<file path="src/rtl/alarm_bank.sv">
// Bank of NUM_ALARMS BCD HH:MM alarm slots with per-slot ring/ack FSM; define ALARM_SNOOZE_EN to add snooze.
// Latency: alarm_ringing rises one cycle after a match; load_err one cycle after the load; readback combinational.
// Backpressure: none; invalid or out-of-range loads are dropped and flagged with a one-cycle load_err pulse.
module alarm_bank #(
    parameter int NUM_ALARMS = 4,
    parameter int SEL_W      = 2,
    parameter int SNOOZE_MIN = 5
) (
    input  logic                  clock,
    input  logic                  reset,
    input  logic [3:0]            new_alarm_ms_hr,
    input  logic [3:0]            new_alarm_ls_hr,
    input  logic [3:0]            new_alarm_ms_min,
    input  logic [3:0]            new_alarm_ls_min,
    input  logic [SEL_W-1:0]      slot_sel,
    input  logic                  load_new_alarm,
    input  logic                  clear_alarm,
    input  logic [3:0]            current_time_ms_hr,
    input  logic [3:0]            current_time_ls_hr,
    input  logic [3:0]            current_time_ms_min,
    input  logic [3:0]            current_time_ls_min,
    input  logic                  alarm_ack,
`ifdef ALARM_SNOOZE_EN
    input  logic                  snooze,
`endif
    output logic [3:0]            alarm_time_ms_hr,
    output logic [3:0]            alarm_time_ls_hr,
    output logic [3:0]            alarm_time_ms_min,
    output logic [3:0]            alarm_time_ls_min,
    output logic [NUM_ALARMS-1:0] slot_valid,
    output logic [NUM_ALARMS-1:0] alarm_ringing,
    output logic                  alarm,
    output logic                  load_err
);

    typedef struct packed {
        logic [3:0] ms_hr;
        logic [3:0] ls_hr;
        logic [3:0] ms_min;
        logic [3:0] ls_min;
    } bcd_time_t;

`ifdef ALARM_SNOOZE_EN
    typedef enum logic [2:0] {S_IDLE, S_HOLD, S_ARMED, S_RINGING, S_SNOOZED} state_t;
`else
    typedef enum logic [1:0] {S_IDLE, S_HOLD, S_ARMED, S_RINGING} state_t;
`endif

    if (NUM_ALARMS < 1 || NUM_ALARMS > 16 || (1 << SEL_W) < NUM_ALARMS ||
        SNOOZE_MIN < 1 || SNOOZE_MIN > 59) begin : g_bad_params
        $error("alarm_bank: illegal parameter combination");
    end

    function automatic logic time_ok(input bcd_time_t t);
        return (t.ms_hr <= 4'd2) && (t.ls_hr <= 4'd9) &&
               !((t.ms_hr == 4'd2) && (t.ls_hr > 4'd3)) &&
               (t.ms_min <= 4'd5) && (t.ls_min <= 4'd9);
    endfunction

    bcd_time_t             new_time;
    bcd_time_t             cur_time;
    bcd_time_t             rd_time;
    bcd_time_t             time_q  [NUM_ALARMS];
    state_t                state_q [NUM_ALARMS];
    logic [NUM_ALARMS-1:0] sel_dec;
    logic                  sel_in_range;
    logic                  load_ok;
    logic                  load_bad;

    assign new_time = {new_alarm_ms_hr, new_alarm_ls_hr, new_alarm_ms_min, new_alarm_ls_min};
    assign cur_time = {current_time_ms_hr, current_time_ls_hr, current_time_ms_min, current_time_ls_min};

    // An out-of-range slot_sel decodes to no slot at all, so load/clear/readback all ignore it.
    always_comb begin
        sel_dec = '0;
        for (int i = 0; i < NUM_ALARMS; i++)
            sel_dec[i] = (int'(slot_sel) == i);
    end

    assign sel_in_range = |sel_dec;
    assign load_ok      = load_new_alarm && !clear_alarm && sel_in_range && time_ok(new_time);
    assign load_bad     = load_new_alarm && !clear_alarm && !(sel_in_range && time_ok(new_time));

    always_comb begin
        rd_time = '0;
        for (int i = 0; i < NUM_ALARMS; i++)
            if (sel_dec[i])
                rd_time = time_q[i];
    end

    assign {alarm_time_ms_hr, alarm_time_ls_hr, alarm_time_ms_min, alarm_time_ls_min} = rd_time;

    always_comb begin
        for (int i = 0; i < NUM_ALARMS; i++) begin
            alarm_ringing[i] = (state_q[i] == S_RINGING);
            slot_valid[i]    = (state_q[i] != S_IDLE);
        end
    end

    assign alarm = |alarm_ringing;

`ifdef ALARM_SNOOZE_EN
    bcd_time_t  snz_q [NUM_ALARMS];
    bcd_time_t  snz_target;
    logic [6:0] snz_min;
    logic [4:0] snz_hr;

    // Shared target for every slot snoozed this cycle: current time + SNOOZE_MIN, wrapping past midnight.
    always_comb begin
        snz_min = 7'(cur_time.ms_min) * 7'd10 + 7'(cur_time.ls_min) + 7'(SNOOZE_MIN);
        snz_hr  = 5'(cur_time.ms_hr) * 5'd10 + 5'(cur_time.ls_hr);
        if (snz_min >= 7'd60) begin
            snz_min = snz_min - 7'd60;
            snz_hr  = (snz_hr >= 5'd23) ? 5'd0 : snz_hr + 5'd1;
        end
        snz_target.ms_hr  = 4'(snz_hr / 5'd10);
        snz_target.ls_hr  = 4'(snz_hr % 5'd10);
        snz_target.ms_min = 4'(snz_min / 7'd10);
        snz_target.ls_min = 4'(snz_min % 7'd10);
    end
`endif

    always_ff @(posedge clock or negedge reset) begin
        if (!reset) begin
            load_err <= 1'b0;
            for (int i = 0; i < NUM_ALARMS; i++) begin
                state_q[i] <= S_IDLE;
                time_q[i]  <= '0;
`ifdef ALARM_SNOOZE_EN
                snz_q[i]   <= '0;
`endif
            end
        end else begin
            load_err <= load_bad;
            for (int i = 0; i < NUM_ALARMS; i++) begin
                if (clear_alarm && sel_dec[i]) begin
                    state_q[i] <= S_IDLE;
                    time_q[i]  <= '0;
                end else if (load_ok && sel_dec[i]) begin
                    state_q[i] <= S_HOLD;
                    time_q[i]  <= new_time;
                end else begin
                    case (state_q[i])
                        // HOLD waits for the minute to move on so a just-loaded or acked alarm cannot retrigger.
                        S_HOLD:    if (cur_time != time_q[i]) state_q[i] <= S_ARMED;
                        S_ARMED:   if (cur_time == time_q[i]) state_q[i] <= S_RINGING;
                        S_RINGING: begin
                            if (alarm_ack) begin
                                state_q[i] <= S_HOLD;
                            end
`ifdef ALARM_SNOOZE_EN
                            else if (snooze) begin
                                state_q[i] <= S_SNOOZED;
                                snz_q[i]   <= snz_target;
                            end
`endif
                        end
`ifdef ALARM_SNOOZE_EN
                        S_SNOOZED: if (cur_time == snz_q[i]) state_q[i] <= S_RINGING;
`endif
                        default: ;
                    endcase
                end
            end
        end
    end

endmodule

</file>
<file path="config.mk">
export PLATFORM = sky130hd
export DESIGN_NAME = alarm_bank
export DESIGN_NICKNAME = d
export VERILOG_FILES = /design/src/rtl/alarm_bank.sv
export SDC_FILE = /design/constraint.sdc
export NUM_CORES = 1
export LEC_CHECK = 0
export CAP_MARGIN = 5
export CORE_ASPECT_RATIO = 0.6
export CORE_MARGIN = 4
export CORE_UTILIZATION = 50
export CTS_BUF_LIST = sky130_fd_sc_hd__clkbuf_4 sky130_fd_sc_hd__clkbuf_8 sky130_fd_sc_hd__clkbuf_16
export CTS_CLUSTER_DIAMETER = 120
export DETAILED_ROUTE_END_ITERATION = 8
export GPL_TIMING_DRIVEN = 0
export PLACE_DENSITY = 0.88
export SYNTH_ARGS = -nofsm -noshare
export SYNTH_HDL_FRONTEND = slang
export SYNTH_SLANG_ARGS = --single-unit
</file>
<file path="constraint.sdc">
create_clock -name clock -period 3.62 [get_ports clock]
set_input_delay 0.362 -clock clock [delete_from_list [all_inputs] [get_ports clock]]
set_output_delay 0.362 -clock clock [all_outputs]
set_load 0.05 [all_outputs]
</file>
==> results.txt <==
Antenna Nets Post-Route = 0
Placer Congestion = 0.925
post-cts resize count = 0
pin count of the biggest net entering global routing = 74
drt pass-1 iters = 6
Mapped Cells = 314
post-synthesis register bit count = 73
most frequent cells in the layout = dfrtp_1 (73), clkdlybuf4s50_1 (63), a22o_1 (52)
compound-cell area share of the yosys netlist = 15.1%
Final HPWL DP = 8.29 mm
VDD IR-drop max = 217 uV
Setup Fix Bufs, Post-CTS = 0
Layout Utilization = 66.9%
post-synthesis mux area share = 9.22%
TritonCTS clock tree = built
RSZ-0062 raised after global routing = false
Critical Path RT = 3.26 ns
Inserted Clock Buffers = 9
worst-skew pair later-pin latency = 0.34 ns
LEAKAGE = 0.00226 uW
All-Layer GR Usage = 25.0%
max-slew violation count = 0
Post-Syn Area = 0.00391 mm2
layout cells sized above 1 = 14.5%
Worst-path clk slew = 0.05 ns
routed vias = 3120
WL/cell = 22.5 um
Clock Sinks = 73
Yosys cell types = 39
Worst slew margin = 38.8%
Power Dens Cells = 377 mW/mm2
Core ar. = 0.00742 mm2
period utilization = 95.6%
die width = 122 um
DRT iter0 DRCs = 360
CP Launch Type = input pin
Final WS setup = 0.158 ns
Critical Path Fanout Max = 10
final worst path period need = 3.46 ns
crit path kind = input pin to primary output
clk buf depth = 2
Layout area overhead = 26.9%
outcome = complete, no violations
initial core utilization = 52.7%
Diodes inserted = 0
Routed WL = 11.2 mm
number of global-route vias before repair = 3129
ys flop type = dfrtp_1
reg2reg end = state_q[4]
antenna violations before repair = 0
DP Area = 0.00468 mm2
Die Area = 0.00934 mm2
hold buffer count at CTS = 0
simple-gate share of the synthesized area = 11.0%
worst-margin pin slew = 0.919 ns
H-tree levels = 3
chip height = 76.5 um
setup slack at placement = 0.166 ns
R2R cell count = 5
first-pass GRT wire length = 17.5 mm
grt ovf = 0
row cnt = 24
clk_skew = 0.00360 ns
setup violators final = 0
sequential area share after synthesis = 46.7%
DRC violations left = 0
post-route cell area = 0.00496 mm2
Reg-to-Reg Start = time_q[33]
Mean Syn Cell Area = 12.4 um2
Yosys warnings = 0
final hold vios = 0
CP Data Arrival Time = 3.10 ns
Root Buffer = clkbuf_16
worst reg-to-reg setup slack = 1.46 ns
fmax = 289 MHz
Max-Cap Viols = 0
I/O pin cnt = 65
Synth Area in Adders = 0.768%
NumNets Final = 428
min-delay worst type = input pin to asynchronous set/reset pin
Async SR Flop Fraction = 100%
commonest non-fill, non-tap cell in the layout = dfrtp_1
syn_nets = 353
CP Capture Type = primary output
Post-synth EDFFs = 0
Avg Vias per Cell = 6.27
xor and xnor area share after synthesis = 14.3%
Min Hold Slack = 0.160 ns
IO buf count = 64
CP startpoint = slot_sel[0]
main combinational cell family by area after synthesis = compound AO/OA/AOI/OAI gates
==> logic make-up after synthesis <==
kind of cell | count (synthesis)
flops | 73
simple gates | 72
compound gates | 66
xor+xnor | 64
buf+inv | 20
mux | 16
fa+ha+maj | 3
==> critical path, stage by stage <==
cell             delay, ns
clkdlybuf4s50_1       0.56
buf_2                 0.39
buf_2                 0.44
mux4_2                0.60
clkdlybuf4s50_1       0.72
==> metrics by stage <==
step                cells  total power [uW]  setup TNS [ns]
detailed placement    482              1040               0
floorplan             314               924               0
CTS                   498              1870               0
global route          498              1920               0
finish                498              1870               0
global placement      482              1040          -17.49
==> cell usage after synthesis (2+ instances only) <==
master,instances,area (um2)
and3_1,2,12.5
maj3_1,3,30.0
xor2_1,48,420
buf_2,8,40.0
inv_1,7,26.3
nand2_1,12,45.0
dfrtp_1,73,1830
nor2b_1,3,18.8
nor2_1,6,22.5
nor4_1,13,81.3
and2_1,14,87.6
buf_6,2,22.5
nand3_1,4,20.0
o21ai_0,2,10.0
nand2_2,2,12.5
a21boi_0,3,22.5
mux4_2,16,360
a22o_1,52,455
buf_4,2,15.0
nand2b_1,2,12.5
xnor2_1,16,140
nand4_1,7,43.8
==> how the worst max path moves through the flow <==
stage	cells after the start	end	slack, ns
5_1_grt	5	alarm_time_ms_hr[2]	0.04
3_3_place_gp	1	time_q[16]	-0.24
6_report	5	alarm_time_ms_hr[2]	0.16
4_1_cts	5	alarm_time_ms_hr[2]	0.16
3_5_place_dp	5	alarm_time_ms_hr[2]	0.17
2_1_floorplan	3	alarm_time_ls_hr[1]	1.62
==> sequential cells by signal, indices dropped and copies added (netlist names) <==
signal	count
time_q	64
state_q	8
load_err	1
==> power breakdown <==
| group | switching [uW] | internal (uW) |
|---|---|---|
| combinational | 118 | 82.1 |
| clock | 330 | 513 |
| sequential | 5.58 | 822 |
| total | 454 | 1420 |
==> metal layers <==
layer | global-route usage (%) | up-vias | part of all wire, %
met1 | 36.6 | 1600 | 43
met5 | 0 | - | 0
met2 | 34.6 | 187 | 44
met4 | 7.49 | 0 | 1.5
li1 | - | 1312 | -
met3 | 9.12 | 21 | 11
==> final cells by class <==
type / instances / area [um2]
tap: 104 / 130
clock inverter: 3 / 15.0
inverter: 7 / 26.3
buffer: 13 / 81.3
fill: 559 / 2460
clock buffer: 13 / 268
sequential: 73 / 1830
timing repair buffer: 64 / 638
multi-input combinational: 221 / 1970
Power figures use the tool's default switching activity.
